<file path="config.mk">
export PLATFORM = sky130hd
export DESIGN_NAME = cache_2way_param
export DESIGN_NICKNAME = d
export VERILOG_FILES = /design/src/rtl/cache_2way_param.sv
export SDC_FILE = /design/constraint.sdc
export NUM_CORES = 2
export LEC_CHECK = 0
export ABC_AREA = 1
export CORE_MARGIN = 3
export CORE_UTILIZATION = 46
export DETAILED_ROUTE_END_ITERATION = 8
export PLACE_DENSITY = 0.68
export SYNTH_ARGS = -nofsm -noshare
export SYNTH_HDL_FRONTEND = slang
export SYNTH_SLANG_ARGS = --single-unit
</file>
<file path="constraint.sdc">
create_clock -name clk -period 4.9 [get_ports clk]
set_input_delay 0.98 -clock clk [delete_from_list [all_inputs] [get_ports clk]]
set_output_delay 0.98 -clock clk [all_outputs]
set_load 0.1 [all_outputs]
</file>
<file path="src/rtl/cache_2way_param.sv">
// Two-way set-associative byte cache with LRU replacement, beat-by-beat line fill
// and a set-at-a-time flush. One request is in flight at a time.
module cache_2way_param #(
  parameter int ADDR_W   = 16,
  parameter int INDEX_W  = 4,
  parameter int OFFSET_W = 2,
  parameter int DATA_W   = 8
) (
  input  logic              clk,
  input  logic              reset,
  input  logic              req_valid,
  output logic              req_ready,
  input  logic [1:0]        req_op,
  input  logic [ADDR_W-1:0] req_addr,
  input  logic [DATA_W-1:0] req_wdata,
  input  logic              fill_valid,
  input  logic [DATA_W-1:0] fill_data,
  output logic              resp_valid,
  output logic              resp_hit,
  output logic [DATA_W-1:0] resp_data,
  output logic              busy
);

  localparam int TAG_W = ADDR_W - INDEX_W - OFFSET_W;
  localparam int SETS  = 1 << INDEX_W;
  localparam int BYTES = 1 << OFFSET_W;

  localparam logic [1:0] OP_READ  = 2'b00;
  localparam logic [1:0] OP_STORE = 2'b01;
  localparam logic [1:0] OP_FILL  = 2'b10;
  localparam logic [1:0] OP_FLUSH = 2'b11;

  // Handshake: a request is taken on a rising edge where req_valid && req_ready;
  // req_ready is high only in IDLE, so nothing is taken while busy.
  typedef enum logic [1:0] {S_IDLE, S_LOOKUP, S_FILL, S_FLUSH} state_e;

  state_e state_q, state_d;

  logic [1:0]          op_q;
  logic [TAG_W-1:0]    tag_q;
  logic [INDEX_W-1:0]  idx_q;
  logic [OFFSET_W-1:0] off_q;
  logic [DATA_W-1:0]   wdata_q;
  logic                victim_q;
  logic [OFFSET_W-1:0] fill_cnt_q;
  logic [INDEX_W-1:0]  flush_cnt_q;
  logic [1:0][SETS-1:0] valid_q;
  logic [SETS-1:0]     lru_q;
  logic                resp_valid_q, resp_valid_d;
  logic                resp_hit_q, resp_hit_d;
  logic [DATA_W-1:0]   resp_data_q, resp_data_d;

  logic [TAG_W-1:0]  tag_mem  [2][SETS];
  logic [DATA_W-1:0] data_mem [2][SETS][BYTES];

  logic [TAG_W-1:0]    in_tag;
  logic [INDEX_W-1:0]  in_idx;
  logic [OFFSET_W-1:0] in_off;
  assign {in_tag, in_idx, in_off} = req_addr;

  logic accept;
  assign accept = req_valid && (state_q == S_IDLE);

  // Lookup against the registered request
  logic lk_hit0, lk_hit1, lk_hit, lk_way;
  logic [DATA_W-1:0] lk_byte;
  assign lk_hit0 = valid_q[0][idx_q] && (tag_mem[0][idx_q] == tag_q);
  assign lk_hit1 = valid_q[1][idx_q] && (tag_mem[1][idx_q] == tag_q);
  assign lk_hit  = lk_hit0 || lk_hit1;
  assign lk_way  = !lk_hit0;
  assign lk_byte = data_mem[lk_way][idx_q][off_q];

  // Victim choice at fill entry uses the incoming address so the line is claimed on acceptance
  logic en_hit0, en_hit1, victim_sel;
  assign en_hit0 = valid_q[0][in_idx] && (tag_mem[0][in_idx] == in_tag);
  assign en_hit1 = valid_q[1][in_idx] && (tag_mem[1][in_idx] == in_tag);

  always_comb begin
    victim_sel = lru_q[in_idx];
    if (en_hit0)                victim_sel = 1'b0;
    else if (en_hit1)           victim_sel = 1'b1;
    else if (!valid_q[0][in_idx]) victim_sel = 1'b0;
    else if (!valid_q[1][in_idx]) victim_sel = 1'b1;
  end

  logic last_beat, last_set;
  assign last_beat = (state_q == S_FILL) && fill_valid && (&fill_cnt_q);
  assign last_set  = (state_q == S_FLUSH) && (&flush_cnt_q);

  always_ff @(posedge clk or negedge reset) begin
    if (!reset) state_q <= S_IDLE;
    else        state_q <= state_d;
  end

  always_comb begin
    state_d = state_q;
    case (state_q)
      S_IDLE: begin
        if (req_valid) begin
          case (req_op)
            OP_FILL:  state_d = S_FILL;
            OP_FLUSH: state_d = S_FLUSH;
            default:  state_d = S_LOOKUP;
          endcase
        end
      end
      S_LOOKUP: state_d = S_IDLE;
      S_FILL:   if (last_beat) state_d = S_IDLE;
      S_FLUSH:  if (last_set)  state_d = S_IDLE;
      default:  state_d = S_IDLE;
    endcase
  end

  always_comb begin
    req_ready = (state_q == S_IDLE);
    busy      = (state_q != S_IDLE);
  end

  always_comb begin
    resp_valid_d = 1'b0;
    resp_hit_d   = 1'b0;
    resp_data_d  = '0;
    if (state_q == S_LOOKUP) begin
      resp_valid_d = 1'b1;
      resp_hit_d   = lk_hit;
      if (lk_hit && (op_q == OP_READ)) resp_data_d = lk_byte;
    end else if (last_beat || last_set) begin
      resp_valid_d = 1'b1;
    end
  end

  always_ff @(posedge clk or negedge reset) begin
    if (!reset) begin
      op_q         <= OP_READ;
      tag_q        <= '0;
      idx_q        <= '0;
      off_q        <= '0;
      wdata_q      <= '0;
      victim_q     <= 1'b0;
      fill_cnt_q   <= '0;
      flush_cnt_q  <= '0;
      valid_q      <= '0;
      lru_q        <= '0;
      resp_valid_q <= 1'b0;
      resp_hit_q   <= 1'b0;
      resp_data_q  <= '0;
    end else begin
      resp_valid_q <= resp_valid_d;
      resp_hit_q   <= resp_hit_d;
      resp_data_q  <= resp_data_d;
      if (accept) begin
        op_q    <= req_op;
        tag_q   <= in_tag;
        idx_q   <= in_idx;
        off_q   <= in_off;
        wdata_q <= req_wdata;
        if (req_op == OP_FILL) begin
          victim_q                   <= victim_sel;
          valid_q[victim_sel][in_idx] <= 1'b0;
          fill_cnt_q                 <= '0;
        end
        if (req_op == OP_FLUSH) flush_cnt_q <= '0;
      end
      if ((state_q == S_LOOKUP) && lk_hit) lru_q[idx_q] <= ~lk_way;
      if ((state_q == S_FILL) && fill_valid) begin
        fill_cnt_q <= fill_cnt_q + OFFSET_W'(1);
        if (&fill_cnt_q) begin
          valid_q[victim_q][idx_q] <= 1'b1;
          lru_q[idx_q]             <= ~victim_q;
        end
      end
      if (state_q == S_FLUSH) begin
        valid_q[0][flush_cnt_q] <= 1'b0;
        valid_q[1][flush_cnt_q] <= 1'b0;
        lru_q[flush_cnt_q]      <= 1'b0;
        flush_cnt_q             <= flush_cnt_q + INDEX_W'(1);
      end
    end
  end

  // Arrays hold no reset; the valid bits alone decide what is resident
  always_ff @(posedge clk) begin
    if ((state_q == S_FILL) && fill_valid) begin
      data_mem[victim_q][idx_q][fill_cnt_q] <= fill_data;
      if (&fill_cnt_q) tag_mem[victim_q][idx_q] <= tag_q;
    end
    if ((state_q == S_LOOKUP) && lk_hit && (op_q == OP_STORE))
      data_mem[lk_way][idx_q][off_q] <= wdata_q;
  end

  assign resp_valid = resp_valid_q;
  assign resp_hit   = resp_hit_q;
  assign resp_data  = resp_data_q;

endmodule

</file>
Yosys cells after proc, flatten, opt, wreduce, memory -nomap -nowiden
Memory sizes are Yosys's and may differ from the RTL's.
Index checks and enable logic that the tools add are counted.
{"block": "classes", "addsub": 2, "magnitude_cmp": 17, "eq_ne": 13, "muxes": 89, "bitwise": 12, "reduce_logical": 36}
{"operator": "512-bit 2-to-1 mux", "count": 4}
{"operator": "512-bit OR reduction", "count": 1}
{"operator": "32-bit 2-to-1 mux", "count": 9}
{"operator": "32-bit demux with 4-bit select", "count": 2}
{"operator": "10-bit binary-select mux with 4-bit select", "count": 4}
{"operator": "160-bit 2-to-1 mux", "count": 1}
{"operator": "32-bit binary-select mux with 4-bit select", "count": 1}
{"operator": "16-bit 2-to-1 mux", "count": 6}
{"operator": "10-bit 2-to-1 mux", "count": 9}
{"operator": "16-bit bitwise AND", "count": 3}
{"operator": "8-bit 2-to-1 mux", "count": 6}
{"operator": "10-bit demux with 4-bit select", "count": 1}
{"operator": "10-bit equality test", "count": 4}
{"operator": "32-bit bitwise AND", "count": 1}
{"operator": "16-bit bitwise mux", "count": 2}
{"operator": "16-bit demux with 1-bit select", "count": 2}
{"operator": "8-bit demux with 2-bit select", "count": 2}
{"operator": "32-bit inverter", "count": 1}
{"operator": "32-bit OR", "count": 1}
{"operator": "1-bit binary-select mux with 4-bit select", "count": 5}
{"operator": "1-bit 2-to-1 mux", "count": 20}
{"operator": "1-bit logical AND", "count": 19}
{"operator": "8-bit binary-select mux with 2-bit select", "count": 1}
{"operator": "16-bit inverter", "count": 1}
{"operator": "28 further kinds", "count": 63}
{"block": "word_totals", "regBits": 93, "ram_bits": 1344, "inputBits": 38, "out_inout_bits": 12, "elab_cells": 186, "memories": 2}
{"memory": "data_mem", "depth": 2, "width": 512, "rd": 1, "rd_clocked_by_memory_dff": 0, "write_ports": 1, "line": "54", "text": "logic [DATA_W-1:0] data_mem [2][SETS][BYTES];"}
{"memory": "tag_mem", "depth": 2, "width": 160, "rd": 2, "rd_clocked_by_memory_dff": 0, "write_ports": 1, "line": "53", "text": "logic [TAG_W-1:0] tag_mem [2][SETS];"}

Longest topological paths before layout
{"block": "depth", "ltp_word": 21, "mapped_depth": 31, "mapped_depth_nobuf": 26}

Least setup slack after synthesis
OpenSTA, ideal clock, no wires.
{"block": "synth_timing", "path_kind": "flip-flop to flip-flop", "startpoint": "register idx_q[0]", "endpoint": "memory data_mem[0][0] (netlist name), data pin", "setup_time_ns": 0.512, "arrival_time_ns": 4.299, "required_ns": 4.388, "path_slack_ns": 0.089, "stages_incl_launch_ff": 28, "path_buffers": 6, "period_less_slack_ns": 4.811, "cell_sequence": "dfrtp_1 > buf_4 > buf_4 > buf_2 > nand2_1 > nand2_1 > nand2_1 > nand2_1 > nand2_1 > nand2_1 > nor2_1 > nor2_1 > nor2_1 > nand2_1 > nor2_1 > nand3_1 > buf_4 > a21oi_1 > buf_4 > o211ai_1 > nand2_1 > nor2_1 > nand2_1 > nor2_2 > nand2_1 > buf_2 > nand2_1 > nand2_1"}
{"block": "synth_via", "elab_chain_len": 13, "word_cells_on_any_way": 27, "cone_classes": "order compare: 2; eq/ne: 2; mux: 15; bitwise: 1; reduce/logical: 7"}
{"element": "from (decl)", "line": "41", "text": "logic [INDEX_W-1:0] idx_q;"}
{"element": "from (signal assigned)", "line": "154", "text": "idx_q <= in_idx;"}
{"element": "4-bit inverter with 5-bit output (implied by the code)", "line": "67, 68, 188"}
{"element": "10-bit binary-select mux with 4-bit select (on tied branches)", "line": "67, 68"}
{"element": "10-bit 2-to-1 mux (on tied branches) (2 in a row)", "line": "67, 68"}
{"element": "10-bit equality test (on tied branches)", "line": "67, 68"}
{"element": "1-bit logical AND (on tied branches)", "line": "67, 68"}
{"element": "1-bit logical OR", "line": "69", "text": "assign lk_hit = lk_hit0 || lk_hit1;"}
{"element": "1-bit logical AND (2 in a row)", "line": "187", "text": "if ((state_q == S_LOOKUP) && lk_hit && (op_q == OP_STORE))"}
{"element": "1-bit 2-to-1 mux", "line": "187"}
{"element": "512-bit 2-to-1 mux (implied by the code) *", "line": "188", "text": "data_mem[lk_way][idx_q][off_q] <= wdata_q;"}
{"element": "512-bit OR reduction (no source line) *"}
{"element": "512-bit 2-to-1 mux (no source line) *"}
{"element": "to (decl)", "line": "54"}
Mark *: on every way between the ends. The rest lies on a longest branch, timed or not. The select of a mux whose other input is x is not followed.

Final worst setup path
{"block": "layout_timing", "startpoint": "register idx_q[1]", "endpoint": "register resp_data_q[1] (netlist: resp_data[1])"}
{"block": "layout_via", "elab_chain_len": 16, "word_cells_on_any_way": 27, "cone_classes": "eq/ne: 2; mux: 18; bitwise: 1; reduce/logical: 5; memory: 1"}
{"element": "4-bit inverter with 5-bit output (implied by the code)", "line": "67, 68, 71"}
{"element": "10-bit binary-select mux with 4-bit select", "line": "67", "text": "assign lk_hit0 = valid_q[0][idx_q] && (tag_mem[0][idx_q] == tag_q);"}
{"element": "10-bit 2-to-1 mux (implied by the code) (2 in a row)", "line": "67"}
{"element": "10-bit equality test", "line": "67"}
{"element": "1-bit logical AND", "line": "67"}
{"element": "1-bit zero test", "line": "70", "text": "assign lk_way = !lk_hit0;"}
{"element": "memory 2 x 512 bit"}
{"element": "32-bit binary-select mux with 4-bit select", "line": "71", "text": "assign lk_byte = data_mem[lk_way][idx_q][off_q];"}
{"element": "32-bit 2-to-1 mux (implied by the code) (2 in a row)", "line": "71"}
{"element": "8-bit binary-select mux with 2-bit select", "line": "71"}
{"element": "8-bit 2-to-1 mux (implied by the code) (2 in a row)", "line": "71"}
{"element": "8-bit 2-to-1 mux *", "line": "126", "text": "if (lk_hit && (op_q == OP_READ)) resp_data_d = lk_byte;"}
{"element": "8-bit 2-to-1 mux *", "line": "123", "text": "if (state_q == S_LOOKUP) begin"}
{"element": "named net resp_data_d[1]", "line": "51", "text": "logic [DATA_W-1:0] resp_data_q, resp_data_d;"}
{"element": "to (signal assigned)", "line": "150", "text": "resp_data_q <= resp_data_d;"}
{"element": "to (decl)", "line": "51"}
Mark *: on every way through the listed nets, which the timed path passes. The rest lies on a longest branch. The select of a mux whose other input is x is not followed.
A chain may end at the register's enable or synchronous reset.

==> results <==
- Data on the critical path is required at its endpoint by 5.64 ns.
- The fraction of layout cells with a size suffix above 1 is 0.1066.
- After floorplanning, the core was sized to cover 0.1361 mm².
- In this run the remaining antenna-violating nets after routing total 0.
- The number of hold-slack violations in the final timing report is 0.
- Summing all non-filler instances in the final layout gives an area of 0.07373 mm².
- The post-route fraction of the period consumed by the critical path is 0.9849.
- The half-perimeter wire length after placement is 122700 µm.
- The worst-case IR drop observed on VDD is 0.3591 mV.
- For the pin with the worst max-slew slack, the measured transition is 1.170 ns.
- Headroom to the max-slew limit came out at 0.2203.
- The DRC violation total after the first TritonRoute iteration is 6065.
- The utilization of the core after routing is 0.5415.
- The largest net degree at the start of global routing is 216.
- The floorplan has 135 rows.
- The worst-path cell with the longest stage delay is sky130_fd_sc_hd__buf_12.
- The path class of the tightest hold or removal check is input port to asynchronous set/reset pin.
- After detailed routing, the number of vias per cell comes to 5.738.
- For this run, the total global-route usage over all layers was measured as 0.2666.
- Among all flip-flop cells after synthesis, the most frequent one is sky130_fd_sc_hd__edfxtp_1.
- The clock tree from TritonCTS is built.
- The sum of internal, switching and leakage power is 0.03503 W.
- The number of buffers on the longest clock path is 3.
- The first global-routing pass estimated 286000 µm of wire.
- The highest achievable clock rate is 0.2072 GHz.
- Measured along the y axis, the die boundary spans 377.2 µm.
- By area the synthesized netlist is led by sky130_fd_sc_hd__edfxtp_1, sky130_fd_sc_hd__nand2_1, sky130_fd_sc_hd__nand3_1, sky130_fd_sc_hd__dfrtp_1, sky130_fd_sc_hd__nor2_1.
- The first TritonRoute pass finished after 6 iterations.
- The number of different library cells used by synthesis comes to 49.
- On the worst path, the slowest cell contributes a delay of 0.55 ns.
- The max capacitance violation total is 0.
- For this run, the post-layout net count is 6543.
- Ranked by instance count, the synthesized netlist is headed by sky130_fd_sc_hd__nand2_1, sky130_fd_sc_hd__edfxtp_1, sky130_fd_sc_hd__nand3_1.
- For this run, the number of Yosys warnings is 0.
- The number of port buffers is 49.
- By instance count, the cell type seen most on the critical path is sky130_fd_sc_hd__nand2_1.
- In this run, post-CTS hold repair placed 0 buffers.
- The type of the setup path with the least slack is flop to flop.
- The leakage dissipation is 28.42 nW.
- The die is 377.2 µm wide.
- The largest area contributor in the synthesized netlist is sky130_fd_sc_hd__edfxtp_1.
- Compared with the post-synthesis result, the final layout area differs by 16.32%.
- The count of final max-slew check failures is 0.
- The setup clock skew after layout is 0.04025 ns.
- The H-tree generated during clock tree synthesis spans 4 levels.
- The post-detailed-route wirelength per cell is 22.62 µm.
- Setup repair after global routing could not meet its margin everywhere.
- The starting density of the core is 0.4656.
- STA classifies the critical path endpoint as a flop.
- The critical path launch point type is a flop.
- The number of cells on the worst reg-to-reg path is 24.
- The detailed-route DRC error count is 0.
- Counting flops with a built-in enable in the synthesized netlist gives 1344.
- Setup violations remaining at the end of the flow were counted as 0.
- For the worst-skew pair, the clock arrives at the later sink with an insertion delay of 0.81 ns.
- The smallest clock period supported by the final layout is computed as 4.826 ns.
- The proportion of synthesized chip area in sequential cells is 0.6734.
- The placer's final routability congestion estimate is 0.9737.
- Global routing finished with a remaining overflow of 0.
- The share of synthesized area in the top cell type comes to 0.6367.
- Counting every net in the synthesized netlist gives 6252.
- TritonCTS created 145 clock buffers.
- The number of instances in the synthesized netlist is 6206.
- The fraction of registers with async set/reset is 0.06472.
- The cell area after placement is 0.06885 mm².
- Of all nets on the critical path, the largest fanout is 211.
- Walking the worst path, the cells encountered are buf_12 -> nor2_4 -> inv_1 -> nor2_1 -> nor2_1 -> nand2_1 -> nand2_1 -> nand2_1 -> inv_1 -> nand2_1 -> nor2_1 -> nand2_1 -> nor2_1 -> nand3_4 -> buf_4 -> buf_12 -> nand2_1 -> nand3_1 -> nand2_1 -> o21ai_0 -> nand4_1 -> nand2_1 -> nand3_1 -> nor2_1.
- The most repeated cell in the gate-level netlist after synthesis is sky130_fd_sc_hd__nand2_1.
- STA puts the critical path data arrival time at 5.56 ns.
- The average footprint of a synthesized cell is 10.21 µm².
- The buffer cell driving the clock tree root is sky130_fd_sc_hd__clkbuf_16.
- The areal power density over the cells is 475.1 mW/mm².
- The flow ran to the end, and the final reports show no timing, DRC or antenna violations.
- The summed instance area of the synthesized netlist is 0.06338 mm².
- 50 I/O pins were placed.
- The total wire length is 189900 µm.
- The via total after detailed routing is 48174.
- The number of sinks driven by the clock tree is 1437.
- After clock tree synthesis, the clock-pin slew on the worst setup and hold paths is 0.06 ns.
- The number of antenna violations at the first check in global routing is 2.
- Counting flops and latches in the post-synthesis netlist gives 1437.
- The final-layout fill cell count is 11503.
- The die covers 0.1423 mm².
- The number of global-route vias before repair was 46018.
-- layer usage --
layer,global-route usage,wire length [µm]
met5,0,13
met2,0.4206,87960
met3,0.05116,18970
met1,0.3675,75790
met4,0.1009,7163
-- state kept, by name, summed over array words and instances, names as in the netlist --
signal       count
lru_q           16
fill_cnt_q       2
idx_q            4
resp_valid       1
tag_mem        320
op_q             2
data_mem      1024
flush_cnt_q      4
victim_q         1
state_q          2
tag_q           10
wdata_q          8
valid_q         32
resp_hit         1
resp_data        8
off_q            2
-- final timing paths --
path	start	endpoint	slack, ns
setup / recovery	idx_q[1]	resp_data[1]	0.07
hold / removal	reset	wdata_q[7]	0.19
setup reg to reg	idx_q[1]	resp_data[1]	0.07
hold reg to reg	wdata_q[1]	wdata_q[1]	0.48
max in group asynchronous	reset	lru_q[6]	3.77
min in group clk	wdata_q[1]	wdata_q[1]	0.48
-- placed cells by master (no fill, tap or decap), types with 4 or more instances in the layout --
cell                                 n
sky130_fd_sc_hd__clkdlybuf4s50_1    46
sky130_fd_sc_hd__nand2_4             9
sky130_fd_sc_hd__o2111ai_1           6
sky130_fd_sc_hd__a31oi_1            18
sky130_fd_sc_hd__clkinv_8            7
sky130_fd_sc_hd__a21oi_1           112
sky130_fd_sc_hd__edfxtp_1         1344
sky130_fd_sc_hd__ha_1                8
sky130_fd_sc_hd__a22oi_1           182
sky130_fd_sc_hd__o211ai_1            5
sky130_fd_sc_hd__o21ai_1            18
sky130_fd_sc_hd__nor4_1             14
sky130_fd_sc_hd__clkbuf_16         145
sky130_fd_sc_hd__o22ai_1             5
sky130_fd_sc_hd__clkinv_2           19
sky130_fd_sc_hd__nor3_1             15
sky130_fd_sc_hd__o21ai_0           161
sky130_fd_sc_hd__nand2_1          2523
sky130_fd_sc_hd__nor2_1            369
sky130_fd_sc_hd__nor2_4              9
sky130_fd_sc_hd__buf_12             68
sky130_fd_sc_hd__nand3_1           610
sky130_fd_sc_hd__xor2_1             10
sky130_fd_sc_hd__nand4_1            99
sky130_fd_sc_hd__clkbuf_1           40
sky130_fd_sc_hd__bufinv_16          14
sky130_fd_sc_hd__buf_4             376
sky130_fd_sc_hd__clkinv_16           7
sky130_fd_sc_hd__clkinv_1           22
sky130_fd_sc_hd__o221ai_1            4
sky130_fd_sc_hd__dfrtp_1            91
sky130_fd_sc_hd__inv_1             185
sky130_fd_sc_hd__or2_2               8
sky130_fd_sc_hd__nor2_2             13
sky130_fd_sc_hd__clkbuf_8            8
-- final cells by class --
type                            count  area [µm²]  area share
Sequential cell                  1437       42690      0.5790
Multi-Input combinational cell   4228       18570      0.2518
Timing Repair Buffer              490        4644     0.06300
Clock buffer                      193        3889     0.05274
Tap cell                         1781        2228     0.03022
Clock inverter                     70       952.2     0.01291
Inverter                          195       752.0     0.01020
Antenna cell                        1       2.502  0.00003394
-- where the power goes --
part	switching [W]	internal, W	total (W)
sequential	0.000285	0.0141	0.0144
combinational	0.00675	0.00267	0.00941
clock	0.00483	0.00640	0.0112
-- critical path: cells and delay by family (launching register included) --
kind / cells / cell delay (ns)
AO/OA/AOI/OAI: 1 / 0.41
buffers and inverters: 5 / 1.21
AND/OR/NAND/NOR: 18 / 2.33
flip-flops: 1 / 0.43
-- per-stage QoR --
step / cells / hold WS, ns / setup TNS (ns) / setup WS (ns)
2_1_floorplan: 6206 / 0.4492 / 0 / 0.08932
3_3_place_gp: 8131 / 0.4641 / 0 / 0.2011
3_5_place_dp: 8131 / 0.4657 / 0 / 0.1782
4_1_cts: 8394 / 0.1645 / 0 / 0.1620
5_1_grt: 8394 / 0.2003 / -0.1726 / -0.01611
6_report: 8395 / 0.1912 / 0 / 0.07390
-- timing repair --
action                     CTS  global route
buffers inserted             0             0
gates resized for setup      0            13
setup endpoints to repair    0           349
-- cells by family after synthesis --
kind of cell             synth area share
flip-flops                         0.6734
AO/OA/AOI/OAI                     0.05087
AND/OR/NAND/NOR                    0.2363
buffers and inverters             0.03644
XOR/XNOR                         0.001382
adder cells (fa/ha/maj)          0.001579
Note: power is estimated with default switching activity, not from simulation.
